### config.mk
export PLATFORM = sky130hd
export DESIGN_NAME = icebtn_io
export DESIGN_NICKNAME = d
export VERILOG_FILES = /design/src/rtl/icebtn_io.sv
export SDC_FILE = /design/constraint.sdc
export NUM_CORES = 1
export LEC_CHECK = 0
export ABC_AREA = 1
export BUFFER_PORTS_ARGS = -buffer_cell sky130_fd_sc_hd__buf_2
export CORE_ASPECT_RATIO = 1.2
export CORE_MARGIN = 2
export CORE_UTILIZATION = 34
export DETAILED_ROUTE_END_ITERATION = 7
export GPL_ROUTABILITY_DRIVEN = 0
export SETUP_SLACK_MARGIN = 0.3
export SYNTH_ARGS = -nofsm -noshare
export SYNTH_HDL_FRONTEND = slang
export SYNTH_SLANG_ARGS = --single-unit
### constraint.sdc
create_clock -name clk -period 4 [get_ports clk]
set_clock_uncertainty 0.2 [all_clocks]
set_input_delay 0.8 -clock clk [delete_from_list [all_inputs] [get_ports clk]]
set_output_delay 0.8 -clock clk [all_outputs]
set_load 0.01 [all_outputs]
### src/rtl/icebtn_io.sv
// rtl/icebtn_io.sv - debounced five-button status word at ADDR with W1C press latches and press counter
// Optional interrupt output enabled by defining ICEBTN_IRQ_EN.
module icebtn_io #(
    parameter logic [7:0]  ADDR            = 8'hFE,
    parameter logic [15:0] DEBOUNCE_CYCLES = 16'd48000
) (
    input  logic        clk,
    input  logic        rst_n,
    input  logic [4:0]  btn_in,
    input  logic [7:0]  read_address,
    input  logic [7:0]  write_address,
    input  logic [31:0] write_data,
    input  logic        write_enable,
    output logic        read_hit,
    output logic [31:0] read_data,
    output logic        irq
);

    logic [4:0]       sync1_q, sync1_d;
    logic [4:0]       sync2_q, sync2_d;
    logic [4:0][15:0] cnt_q, cnt_d;
    logic [4:0]       lvl_q, lvl_d;
    logic [4:0]       pressed_q, pressed_d;
    logic [7:0]       count_q, count_d;
    logic [4:0]       rise;
    logic [4:0]       clr_mask;
    logic [7:0]       inc;
    logic             store_hit;
    logic             unused_write_bits;

    assign unused_write_bits = ^{write_data[30:13], write_data[7:0]};

    always_comb begin
        sync1_d = btn_in;
        sync2_d = sync1_q;
        lvl_d   = lvl_q;
        cnt_d   = cnt_q;
        for (int i = 0; i < 5; i++) begin
            if (sync2_q[i] == lvl_q[i]) begin
                cnt_d[i] = 16'd0;
            end else if (cnt_q[i] == DEBOUNCE_CYCLES - 16'd1) begin
                lvl_d[i] = sync2_q[i];
                cnt_d[i] = 16'd0;
            end else begin
                cnt_d[i] = cnt_q[i] + 16'd1;
            end
        end
    end

    // Clear is applied before the new rises so a coincident press wins.
    always_comb begin
        rise      = lvl_d & ~lvl_q;
        store_hit = write_enable && (write_address == ADDR);
        clr_mask  = store_hit ? write_data[12:8] : 5'b0;
        pressed_d = (pressed_q & ~clr_mask) | rise;
        inc       = 8'd0;
        for (int i = 0; i < 5; i++) begin
            inc = inc + {7'd0, rise[i]};
        end
        count_d = ((store_hit && write_data[31]) ? 8'd0 : count_q) + inc;
    end

    always_ff @(posedge clk or negedge rst_n) begin
        if (!rst_n) begin
            sync1_q   <= 5'd0;
            sync2_q   <= 5'd0;
            cnt_q     <= '0;
            lvl_q     <= 5'd0;
            pressed_q <= 5'd0;
            count_q   <= 8'd0;
        end else begin
            sync1_q   <= sync1_d;
            sync2_q   <= sync2_d;
            cnt_q     <= cnt_d;
            lvl_q     <= lvl_d;
            pressed_q <= pressed_d;
            count_q   <= count_d;
        end
    end

`ifdef ICEBTN_IRQ_EN
    logic irq_q, irq_d;

    assign irq_d = |pressed_d;

    always_ff @(posedge clk or negedge rst_n) begin
        if (!rst_n) begin
            irq_q <= 1'b0;
        end else begin
            irq_q <= irq_d;
        end
    end

    assign irq = irq_q;
`else
    assign irq = 1'b0;
`endif

    always_comb begin
        read_hit  = (read_address == ADDR);
        read_data = 32'd0;
        if (read_hit) begin
            read_data = {8'd0, count_q, 3'd0, pressed_q, 3'd0, lvl_q};
        end
    end

endmodule
==> metrics <==
status=complete, no violations; Final ANT Viol Nets=0; Final Setup Violations=0; combinational power share=~5.2%; Pwr Total=between 2 and 2.5 mW; Post-Syn Instances=approximately 750; Iteration-0 DRC Markers=247; kind of critical path=reg -> reg; Die X-Extent=125 um; GR Overflow Total=0; layout cells sized above 1=about 16%; synth unique cells=35; Hold Buf Count CTS=0; synth warn=0; DPL Wire Length=about 9500 um; setup TNS=0 ns; Fmax achieved=between 0.2 and 0.3 GHz; vias in the first global route=4924; VDD IR max=0.000229 V; All-Layer GR Usage=between 10 and 15%; CTS Buf Count=9; worst rel slew slack=50.2%; commonest cells after routing, fill and taps aside=nor2_1, nand2_1, dfrtp_1; sw power=506 uW; Reg clk slew, reported paths=about 0.07 ns; Max-cap violations=0; Via Count=just under 5000; routed len/inst=around 12 um; critical path peak fanout=3; IO Pins=90; Synth Cell Area=~5900 um^2; # nets final=901; final instance area=6940 um^2; EDFF count, synth=0; antenna violations before repair=0; CP required=about 4.1 ns; CTS root buf=clkbuf_16; Clk pwr share=42.3%; Leak Pwr=3.17 nW; clock sinks=around 110; first-pass GRT wire length=roughly 23000 um; Initial Utilization=35.0%; # diodes=0; Final period util=91.6%; commonest non-fill, non-tap cell in the layout=nor2_1; largest net degree at the start of global routing=slightly below 60; Placed Area=roughly 6500 um^2; critical path arrival=~3.7 ns; FF+latch count, synth=between 100 and 150; sequential power share=52.5%; drt first pass iters=4; switching share of power=a little under a quarter; P per Cell Area=between 300 and 400 nW/um^2; Die H=about 150 um; Final Hold Viols=0; minimum clock period=roughly 3.7 ns; Rows=52; ys flop type=dfrtp_1; DRC violations left=0; I/O Buffers=48; Worst Max-Slew Pin Slew=roughly 0.75 ns; Slew Limit Fails=0; RSZ-0062 raised after global routing=yes; clock buffer depth=2; crit end category=flop; CTS HTree Levels=3; Cell Int Power=roughly 1.6 mW; TritonCTS clock tree=built; Synth Area per Inst=roughly 7.9 um^2; total routed wirelength=approximately 13000 um; vias per cell=around 4.7; Reg2Reg Setup Slack=approximately 0.33 ns; Layout area overhead=16.8%; Worst Setup Start Kind=flop; Async SR Flop Fraction=100%; die area=between 15000 and 20000 um^2; Core Area=17000 um^2; HP Class=reg -> reg; Clock Latency Late Sink=between 0.3 and 0.4 ns; sequential fraction of the synthesis area=between 40% and 50%
==> per-stage QoR <==
step / hold slack, ns / setup slack, ns / std cells / utilization, %
after floorplan: 0.131 / 0.306 / 763 / -
after global placement: 0.134 / 0.0877 / 1028 / 38.4
after detailed placement: 0.135 / 0.0641 / 1028 / 38.4
after CTS: 0.151 / 0.293 / 1050 / 40.6
after global routing: 0.158 / 0.114 / 1054 / 40.9
final: 0.150 / 0.335 / 1054 / 40.9
==> state kept, by name (all words and copies together), names as in the netlist <==
register and flops:
count_q 8, sync1_q 5, lvl_q 5, pressed_q 5, sync2_q 5, cnt_q 80
==> logic make-up (layout without fill, tap and decap cells) <==
family	after synthesis	after routing	synth area share [%]
DFF	108	108	45.5
and+or+nand+nor	432	432	34.0
xor gates and xnor gates	37	37	5.45
other	1	15	0.0631
adders and majority gates	12	12	2.91
buffers and inverters	126	201	8.95
AOI/OAI and AO/OA	33	33	3.16
==> synth_stat cells, types with 9 or more instances <==
| cell type | count | area [um^2] |
|---|---|---|
| xor2_1 | 27 | 236 |
| dfrtp_1 | 108 | 2700 |
| o21ai_0 | 14 | 70.1 |
| nor2_1 | 145 | 544 |
| nor3_1 | 61 | 305 |
| buf_4 | 15 | 113 |
| nand4_1 | 25 | 156 |
| nand3_1 | 51 | 255 |
| ha_1 | 9 | 113 |
| xnor2_1 | 10 | 87.6 |
| inv_1 | 105 | 394 |
| nand2_1 | 117 | 439 |
==> power by group through the flow <==
stage	Clock, mW	Sequential (mW)	Combinational (mW)
floorplan	0	1.15	0.0645
CTS	0.947	1.13	0.115
detailed placement	0	1.15	0.112
global route	0.992	1.13	0.132
finish	0.908	1.13	0.112
global placement	0	1.15	0.112
==> per-layer routing <==
layer | share of wire, % | vias up | GRT usage [%]
met2 | 49 | 105 | 25.7
li1 | - | 2534 | -
met1 | 44 | 2281 | 18.5
met4 | 2.8 | 0 | 6.91
met3 | 3.6 | 23 | 2.01
met5 | 0 | - | 0
==> path summary, 6_finish.rpt <==
kind                                         to  cells past startpoint                  from
min in group asynchronous   cnt_q[48]$_DFF_PN0_                      1                 rst_n
max reg2reg                count_q[6]$_DFF_PN0_                     18   cnt_q[16]$_DFF_PN0_
min reg2reg                sync2_q[2]$_DFF_PN0_                      0  sync1_q[2]$_DFF_PN0_
min                        sync2_q[2]$_DFF_PN0_                      0  sync1_q[2]$_DFF_PN0_
max                        count_q[6]$_DFF_PN0_                     18   cnt_q[16]$_DFF_PN0_
max in group asynchronous  count_q[1]$_DFF_PN0_                      2                 rst_n
==> cell type report <==
| cell class | instances | area, um^2 |
|---|---|---|
| Tap cell | 216 | 270 |
| Clock inverter | 7 | 75.1 |
| Timing Repair Buffer | 76 | 453 |
| Inverter | 109 | 409 |
| Fill cell | 1721 | 10000 |
| Sequential cell | 108 | 2700 |
| Multi-Input combinational cell | 529 | 2810 |
| Clock buffer | 9 | 225 |
==> worst max-delay path, stage by stage (launching register included) <==
cell     delay (ns)
dfrtp_1        0.36
ha_2           0.21
nand2_4        0.06
nor2_4         0.10
nand2_2        0.08
nor3_4         0.13
nand4_1        0.25
fa_1           0.59
inv_2          0.04
fa_1           0.47
ha_2           0.19
inv_2          0.04
fa_2           0.34
o21ai_2        0.15
inv_2          0.05
nor2_4         0.13
nand2_1        0.06
nand2_1        0.05
nand2_1        0.04
==> timing repair <==
| action | CTS | global route |
|---|---|---|
| buffers inserted | 6 | 4 |
| pin swaps | 14 | 9 |
| hold endpoints to repair | 0 | 0 |
| setup endpoints to repair | 2 | 3 |
| resized for setup | 11 | 6 |
| cloned | 0 | 0 |
No activity file was read; power rests on OpenSTA's default activity.
